==> config.mk <==
export PLATFORM = sky130hd
export DESIGN_NAME = fb_access_scheduler
export DESIGN_NICKNAME = d
export VERILOG_FILES = /design/src/rtl/fb_access_scheduler_pkg.sv /design/src/rtl/fb_clear_sequencer.sv /design/src/rtl/fb_access_scheduler.sv
export SDC_FILE = /design/constraint.sdc
export NUM_CORES = 1
export LEC_CHECK = 0
export ABC_AREA = 1
export CAP_MARGIN = 40
export CORE_ASPECT_RATIO = 1.1
export CORE_MARGIN = 3
export CORE_UTILIZATION = 40
export DETAILED_ROUTE_END_ITERATION = 8
export GPL_TIMING_DRIVEN = 0
export PLACE_DENSITY = 0.68
export RECOVER_POWER = 100
export REMOVE_ABC_BUFFERS = 1
export SYNTH_ARGS = -nofsm -noshare
export SYNTH_HDL_FRONTEND = slang
export SYNTH_HIERARCHICAL = 1
export SYNTH_SLANG_ARGS = --single-unit
==> constraint.sdc <==
create_clock -name i_clk -period 2.75 [get_ports i_clk]
set_input_delay 0.55 -clock i_clk [delete_from_list [all_inputs] [get_ports i_clk]]
set_output_delay 0.55 -clock i_clk [all_outputs]
set_load 0.02 [all_outputs]
==> src/rtl/fb_access_scheduler_pkg.sv <==
// Shared video definitions for the framebuffer path and the sync generators.
// Keeping the raster size and the clear-FSM encoding here gives every
// consumer the same timing source.
package fb_access_scheduler_pkg;

    // Default visible raster
    localparam int HPIXEL_DEF = 640;
    localparam int VPIXEL_DEF = 480;
    localparam int FB_WORDS   = HPIXEL_DEF * VPIXEL_DEF;

    // Clear-screen sequencer states
    typedef enum logic {
        CLR_IDLE  = 1'b0,
        CLR_CLEAR = 1'b1
    } clearState_e;

    // Number of framebuffer words for an arbitrary raster size
    function automatic int fbWords(input int hPixel, input int vPixel);
        return hPixel * vPixel;
    endfunction

endpackage

==> src/rtl/fb_clear_sequencer.sv <==
// Full-screen clear sequencer. Walks every framebuffer word once with a
// latched colour, advancing only when the arbiter grants it a slot, so a
// stalled cycle never skips an address.
module fb_clear_sequencer
    import fb_access_scheduler_pkg::*;
#(
    parameter int ADDR_W = 19,
    parameter int DATA_W = 8,
    parameter int WORDS  = FB_WORDS
) (
    input  logic              i_clk,
    input  logic              i_rst,
    input  logic              i_start,
    input  logic [DATA_W-1:0] i_color,
    input  logic              i_grant,
    output logic              o_req,
    output logic              o_idle,
    output logic [ADDR_W-1:0] o_addr,
    output logic [DATA_W-1:0] o_data,
    output logic              o_busy,
    output logic              o_done
);

    localparam logic [ADDR_W-1:0] LAST_ADDR = ADDR_W'(WORDS - 1);

    clearState_e       state_q;
    logic [ADDR_W-1:0] addr_q;
    logic [DATA_W-1:0] color_q;
    logic              busy_q;
    logic              done_q;

    // Clear FSM: start latches the colour, each granted slot writes one word
    always_ff @(posedge i_clk or posedge i_rst) begin
        if (i_rst) begin
            state_q <= CLR_IDLE;
            addr_q  <= '0;
            color_q <= '0;
            busy_q  <= 1'b0;
            done_q  <= 1'b0;
        end else begin
            done_q <= 1'b0;
            case (state_q)
                CLR_IDLE: begin
                    if (i_start) begin
                        state_q <= CLR_CLEAR;
                        addr_q  <= '0;
                        color_q <= i_color;
                        busy_q  <= 1'b1;
                    end
                end
                CLR_CLEAR: begin
                    if (i_grant) begin
                        if (addr_q == LAST_ADDR) begin
                            state_q <= CLR_IDLE;
                            busy_q  <= 1'b0;
                            done_q  <= 1'b1;
                        end else begin
                            addr_q <= addr_q + ADDR_W'(1);
                        end
                    end
                end
                default: state_q <= CLR_IDLE;
            endcase
        end
    end

    assign o_req  = (state_q == CLR_CLEAR);
    assign o_idle = (state_q == CLR_IDLE);
    assign o_addr = addr_q;
    assign o_data = color_q;
    assign o_busy = busy_q;
    assign o_done = done_q;

endmodule

==> src/rtl/fb_access_scheduler.sv <==
// Time-slot arbiter for the single-port framebuffer RAM. Display scan-out
// owns pixel-enable cycles inside the active area; every other cycle goes
// to the clear sequencer first and then to the draw engine.
module fb_access_scheduler
    import fb_access_scheduler_pkg::*;
#(
    parameter int HPIXEL = HPIXEL_DEF,
    parameter int VPIXEL = VPIXEL_DEF,
    parameter int ADDR_W = 19,
    parameter int DATA_W = 8
) (
    input  logic              i_clk,
    input  logic              i_rst,
    input  logic              i_pix_ce,
    input  logic [9:0]        i_hCount,
    input  logic [9:0]        i_vCount,
    input  logic              i_wr_valid,
    output logic              o_wr_ready,
    input  logic [ADDR_W-1:0] i_wr_addr,
    input  logic [DATA_W-1:0] i_wr_data,
    output logic              o_wr_err,
    input  logic              i_clear_start,
    input  logic [DATA_W-1:0] i_clear_color,
    output logic              o_clear_busy,
    output logic              o_clear_done,
    output logic [ADDR_W-1:0] o_mem_addr,
    output logic              o_mem_we,
    output logic [DATA_W-1:0] o_mem_wdata,
    input  logic [DATA_W-1:0] i_mem_rdata,
    output logic [DATA_W-1:0] o_pix_data,
    output logic              o_pix_valid
);

    localparam int                WORDS    = fbWords(HPIXEL, VPIXEL);
    localparam logic [9:0]        H_LIM    = 10'(HPIXEL);
    localparam logic [9:0]        V_LIM    = 10'(VPIXEL);
    localparam logic [ADDR_W:0]   FB_LIMIT = (ADDR_W + 1)'(WORDS);

    logic              activeArea;
    logic              dispSlot;
    logic              wrReady;
    logic              wrFire;
    logic              wrInRange;
    logic              clearReq;
    logic              clearIdle;
    logic [ADDR_W-1:0] clearAddr;
    logic [DATA_W-1:0] clearData;

    logic [ADDR_W-1:0] dispAddr_q;
    logic              pixPending_q;
    logic [DATA_W-1:0] pixData_q;
    logic              pixValid_q;
    logic              wrErr_q;

    logic [ADDR_W-1:0] memAddr;
    logic              memWe;
    logic [DATA_W-1:0] memWdata;

    assign activeArea = (i_hCount < H_LIM) && (i_vCount < V_LIM);
    assign dispSlot   = i_pix_ce && activeArea;
    assign wrReady    = !dispSlot && clearIdle && !i_rst;
    assign wrFire     = i_wr_valid && wrReady;
    assign wrInRange  = ({1'b0, i_wr_addr} < FB_LIMIT);

    fb_clear_sequencer #(
        .ADDR_W (ADDR_W),
        .DATA_W (DATA_W),
        .WORDS  (WORDS)
    ) u_clear (
        .i_clk   (i_clk),
        .i_rst   (i_rst),
        .i_start (i_clear_start),
        .i_color (i_clear_color),
        .i_grant (!dispSlot),
        .o_req   (clearReq),
        .o_idle  (clearIdle),
        .o_addr  (clearAddr),
        .o_data  (clearData),
        .o_busy  (o_clear_busy),
        .o_done  (o_clear_done)
    );

    // Scan-out address: restarts every vertical blank, advances per read
    always_ff @(posedge i_clk or posedge i_rst) begin
        if (i_rst) begin
            dispAddr_q <= '0;
        end else if (i_vCount >= V_LIM) begin
            dispAddr_q <= '0;
        end else if (dispSlot) begin
            dispAddr_q <= dispAddr_q + ADDR_W'(1);
        end
    end

    // Pixel output: capture RAM data the cycle after a read, blank outside
    always_ff @(posedge i_clk or posedge i_rst) begin
        if (i_rst) begin
            pixPending_q <= 1'b0;
            pixData_q    <= '0;
            pixValid_q   <= 1'b0;
        end else begin
            pixPending_q <= dispSlot;
            if (pixPending_q) begin
                pixData_q  <= i_mem_rdata;
                pixValid_q <= 1'b1;
            end else if (i_pix_ce && !activeArea) begin
                pixData_q  <= '0;
                pixValid_q <= 1'b0;
            end
        end
    end

    // Out-of-range draw writes are swallowed and flagged one cycle later
    always_ff @(posedge i_clk or posedge i_rst) begin
        if (i_rst) begin
            wrErr_q <= 1'b0;
        end else begin
            wrErr_q <= wrFire && !wrInRange;
        end
    end

    // RAM port mux: display read, then clear write, then draw write
    always_comb begin
        memAddr  = dispAddr_q;
        memWe    = 1'b0;
        memWdata = '0;
        if (dispSlot) begin
            memAddr = dispAddr_q;
        end else if (clearReq) begin
            memAddr  = clearAddr;
            memWe    = 1'b1;
            memWdata = clearData;
        end else if (wrFire && wrInRange) begin
            memAddr  = i_wr_addr;
            memWe    = 1'b1;
            memWdata = i_wr_data;
        end
    end

    assign o_wr_ready  = wrReady;
    assign o_wr_err    = wrErr_q;
    assign o_mem_addr  = memAddr;
    assign o_mem_we    = memWe;
    assign o_mem_wdata = memWdata;
    assign o_pix_data  = pixData_q;
    assign o_pix_valid = pixValid_q;

endmodule

Word-level counts from Yosys, hierarchy flattened
Cells that the tools add are included. Widths: inputs -> output; s select.

Register bits after elaboration: 60. Word-level logic and storage cells: 69.

Add/subtract/negate cells: 2. $lt $le $gt $ge: 4. Equal/unequal tests: 5. Muxes and demuxes: 30. Bitwise operators: 1. Reduce and logical (&&, ||, !) cells: 17.

Operators by type and width (count): $mux 19 (8); $mux 8 (5); $add 19x1->19 const B (2); $pmux 19 s2 (1); $eq 19x19->1 const B (1); $lt 19x19->1 const B (1); $mux 1 (14); $ge 10x9->1 const B (1); $lt 10x10->1 const B (1); $lt 10x9->1 const B (1); $logic_and 1x1->1 (8); $ne 2x2->1 const B (4); $reduce_and 3->1 (2); $logic_not 1->1 (4); $pmux 1 s2 (2); $reduce_bool 2->1 (2); $reduce_and 2->1 (1); $not 1->1 (1).

Depth between registers and ports, before layout
Depth after elaboration: 11. Gate-level depth with buffers: 14. Depth with buffers taken out: 11.

Modules after synthesis
The synthesis kept the hierarchy.

By module, submodules not included: fb_access_scheduler (times used 1, cells each 367, area each 2359.8 um2, sequential area each 750.7 um2); fb_clear_sequencer (times used 1, cells each 236, area each 1740.4 um2, sequential area each 750.7 um2).

Least setup slack after synthesis
No wires, ideal clock.

Path kind: input port to output port. Start point: input port i_vCount[6]. End point: output port o_mem_addr[18]. Arrival time: 1.743 ns. Data required time: 2.200 ns. Path slack: 0.457 ns. Stages: 8. Buffers on the path: 1. Cells stage by stage: nand2_1 -> nor2_2 -> nor2_4 -> nand3_4 -> nand4_1 -> buf_4 -> a21oi_4 -> o21ai_0.

Word-level cells in the longest chain between the ends: 11.

RTL lines: from (decl) (line fb_access_scheduler.sv:16) `input logic [9:0] i_vCount,`; $lt 10x9->1 * (line fb_access_scheduler.sv:59) `assign activeArea = (i_hCount < H_LIM) && (i_vCount < V_LIM);`; $logic_and 1x1->1 * (line fb_access_scheduler.sv:59); $logic_and 1x1->1 * (line fb_access_scheduler.sv:60) `assign dispSlot = i_pix_ce && activeArea;`; $logic_not 1->1; $logic_and 1x1->1 (2 in series) (line fb_access_scheduler.sv:61) `assign wrReady = !dispSlot && clearIdle && !i_rst;`; $logic_and 1x1->1 (line fb_access_scheduler.sv:62) `assign wrFire = i_wr_valid && wrReady;`; $logic_and 1x1->1 (line fb_access_scheduler.sv:132) `end else if (wrFire && wrInRange) begin`; $mux 19 (line fb_access_scheduler.sv:132); $mux 19 (line fb_access_scheduler.sv:128) `end else if (clearReq) begin`; $mux 19 * (line fb_access_scheduler.sv:126) `if (dispSlot) begin`; to (decl) (line fb_access_scheduler.sv:26) `output logic [ADDR_W-1:0] o_mem_addr,`.

Mark *: on every way between the ends. The rest lies on a longest branch, timed or not.

Worst setup path after layout
Start point: input port i_vCount[7]. End point: output port o_wr_ready.

Word-level cells in the longest chain between the ends: 6.

RTL lines: $lt 10x9->1 (line fb_access_scheduler.sv:59); $logic_and 1x1->1 (line fb_access_scheduler.sv:59); $logic_and 1x1->1 (line fb_access_scheduler.sv:60); $logic_not 1->1; $logic_and 1x1->1 (2 in series) (line fb_access_scheduler.sv:61); to (decl) (line fb_access_scheduler.sv:18) `output logic o_wr_ready,`.

Every way passes these cells.

==> results.toml <==
[logic_synthesis]
synth_edf_count = 0
yosysWarnings = 6
muxShareOfSynthArea_pct = 0
ys_top_cells_by_area = "dfrtp_1, nand2_1, nand3_1"
synthAdderAreaFrac_pct = 0.610
synth_top_family_by_area = "simple AND/OR/NAND/NOR gates"
synth_ff_type = "dfrtp_1"
netlist.area_leader.share_pct = 36.6
synth_simple_gate_area_share_pct = 40.6
ys_top_cells_by_count = "nand2_1, dfrtp_1, nand3_1"
synth.avg_cell_area_sq_um = 6.80
yosys.area_share.xor_xnor_pct = 0.854
yosysTopAreaCell = "dfrtp_1"
yosysSeqAreaShare_pct = 36.6
synth_compound_gate_area_share_pct = 12.3
yosysUniqueCellTypes = 37
synth_area_sq_mm = 0.00410
ys_seq_elements = 60
synth.most_common_cell = "nand2_1"
synth_cells = 603
async_reset_ff_share_pct = 100

[power]
p_switching_mw = 0.885
p_clk_share_pct = 29.5
power_mw = 2.50
p_leak_nw = 2.51
p_int_mw = 1.62
powerDensity_mw_per_mm2 = 460
p_seq_share_pct = 42.4
ir_worst_vdd_mv = 0.250
swShare_pct = 35.4
p_comb_share_pct = 28.1

[clock_network]
clock_sinks = 60
root_buffer = "clkbuf_8"
numCtsBuffers = 9
cts_tree = "built"
cts_buffer_depth = 2
htreeDepth = 3
clk_pin_slew_ns = 0.07
clkLatencyLatePin_ns = 0.35

[global_route]
grt_max_degree = 31
groute.usage.overall_pct = 23.4
grt_pass1_wl_mm = 21.2
grt_overflow_total = 0
grt_pass1_vias = 4283
grt_antenna_before_repair = 0

[finish]
drive_gt1_share_pct = 15.0
num-nets-final = 795
n_antenna_cell = 0
area_delta_synth_final_pct = 32.7

[placed_design]
gp_congestion = 0.868
dp_slack_ns = -1.61
io_buffer_count = 96
hpwl_mm = 8.90

[floorplan]
rows = 38
start_util_pct = 41.3
die_width_um = 103
core_sq_mm = 0.00994
die_h_um = 112
die_area_sq_mm = 0.0115
io_pins = 109

[detailed_routing]
vias = 4381
wl_per_cell_um = 15.3
drt_pre_antenna_iters = 4
drt_wl_total_mm = 13.0
vias_per_cell = 5.16
drt_iter0_markers = 282
remaining_drc_errors = 0
ant_nets = 0

[timing]
setup_ws_ns = 0.0757
max_slew.worst_pin.slew_ns = 1.09
fmax_mhz = 374
timing.slew.headroom_pct = 27.3
hold_viol_final = 0
post-route-period-util_pct = 97.2
finalCriticalPeriod_ns = 2.67
finalSetupViolations = 0
slew_violations = 0
fin_worst_skew_ns = 0.00625

[setup_path]
critPathKind = "in2out"
crit_fanout = 3
critPathRequiredTime_ns = 2.20
worstSetupEndpointType = "output port"
worstPathArrival_ns = 2.12
setup.worst_path.start_class = "input port"
rr_startpoint = "u_clear/o_addr[0]$_DFFE_PP0P_"
crit_path_start = "i_vCount[7]"

[worst_hold_path]
hp-class = "in2async"

[job]
max_cap_violations = 0

[run_status]
status = "completed"
## sequential cells by signal, summed over array words and instances (netlist names)
| signal | flops |
|---|---|
| u_clear/o_busy | 1 |
| u_clear/o_addr | 19 |
| o_wr_err | 1 |
| u_clear/o_req | 1 |
| o_pix_data | 8 |
| dispAddr_q | 19 |
| u_clear/o_data | 8 |
| o_pix_valid | 1 |
| u_clear/o_done | 1 |
| pixPending_q | 1 |
## power groups by stage
stage                     Combinational, mW  Sequential, mW  Clock (mW)
after detailed placement              0.728            1.08           0
after global placement                0.706            1.07           0
after floorplan                       0.396            1.06           0
after CTS                             0.714            1.06       0.750
after global routing                  0.775            1.08       0.791
final                                 0.703            1.06       0.738
## through the flow
| step | setup TNS [ns] | util [%] | area, sq um | instances | hold WS (ns) |
|---|---|---|---|---|---|
| 3_3_place_gp | -42.74 | 51.0 | 5060 | 797 | 0.464 |
| 3_5_place_dp | -42.57 | 51.8 | 5150 | 801 | 0.464 |
| 4_1_cts | 0 | 55.2 | 5490 | 841 | 0.481 |
| 2_1_floorplan | -4.92 | - | 3950 | 581 | 0.449 |
| 5_1_grt | -0.0633 | 54.7 | 5440 | 849 | 0.291 |
| 6_report | 0 | 54.7 | 5440 | 849 | 0.254 |
## worst max-delay path: stages
cell and delay, ns:
dlygate4sd2_1 0.23, nand2_1 0.10, nor2_4 0.06, nor2_4 0.16
clkbuf_1 0.24, nand3_4 0.13, nand2_1 0.09, inv_1 0.04
clkdlybuf4s50_1 0.53
## layer usage
| metal | vias up | global-route usage (%) | wire (um) |
|---|---|---|---|
| met5 | - | 0 | 0 |
| met4 | 0 | 9.10 | 336 |
| met3 | 22 | 3.67 | 538 |
| met2 | 105 | 41.5 | 6830 |
| met1 | 2061 | 27.8 | 5280 |
| li1 | 2193 | - | - |
## placed cells by master, fill, tap and decap left out, types with 13 or more instances in the layout
cell type        synthesis  final
nand2_1                225    223
buf_4                    2     31
nor2_1                  41     43
dlygate4sd3_1            0     13
inv_1                   51     49
nand4_1                 13     14
a21oi_1                 13     13
clkdlybuf4s50_1          0     38
o21ai_1                 14     16
dfrtp_1                 60     59
nand3_1                 53     53
o21ai_0                 45     48
## final timing paths
path,endpoint,slack [ns],depth (start not counted)
hold / removal,u_clear/o_addr[2]$_DFFE_PP0P_,0.25,2
hold reg to reg,o_pix_valid$_DFFE_PP0P_,0.47,2
min in group i_clk,o_pix_valid$_DFFE_PP0P_,0.47,2
setup / recovery,o_wr_ready,0.08,9
setup reg to reg,u_clear/o_addr[18]$_DFFE_PP0P_,0.56,10
max in group asynchronous,u_clear/o_req$_DFF_PP0_,1.03,3
## cell families (layout without fill, tap and decap cells)
| kind of cell | after synthesis | in the layout |
|---|---|---|
| flip-flops | 60 | 60 |
| AO/OA/AOI/OAI | 88 | 88 |
| AND/OR/NAND/NOR | 370 | 374 |
| buffers and inverters | 79 | 201 |
| adder cells (fa/ha/maj) | 2 | 2 |
| XOR/XNOR | 4 | 4 |
## area by class of cell
| type | instances | area (sq um) |
|---|---|---|
| clock buffer | 11 | 151 |
| clock inverter | 4 | 25.0 |
| fill | 975 | 4500 |
| inverter | 57 | 230 |
| multi-input combinational | 468 | 2230 |
| sequential | 60 | 1510 |
| tap | 120 | 150 |
| timing repair buffer | 129 | 1140 |
## timing repair
action | CTS | global route
setup endpoints to repair | 29 | 27
setup buffers | 21 | 8
pin swaps | 16 | 5
gates cloned | 4 | 0
hold buffers | 0 | 0
resized for setup | 164 | 21
(Power assumes the default switching activity.)
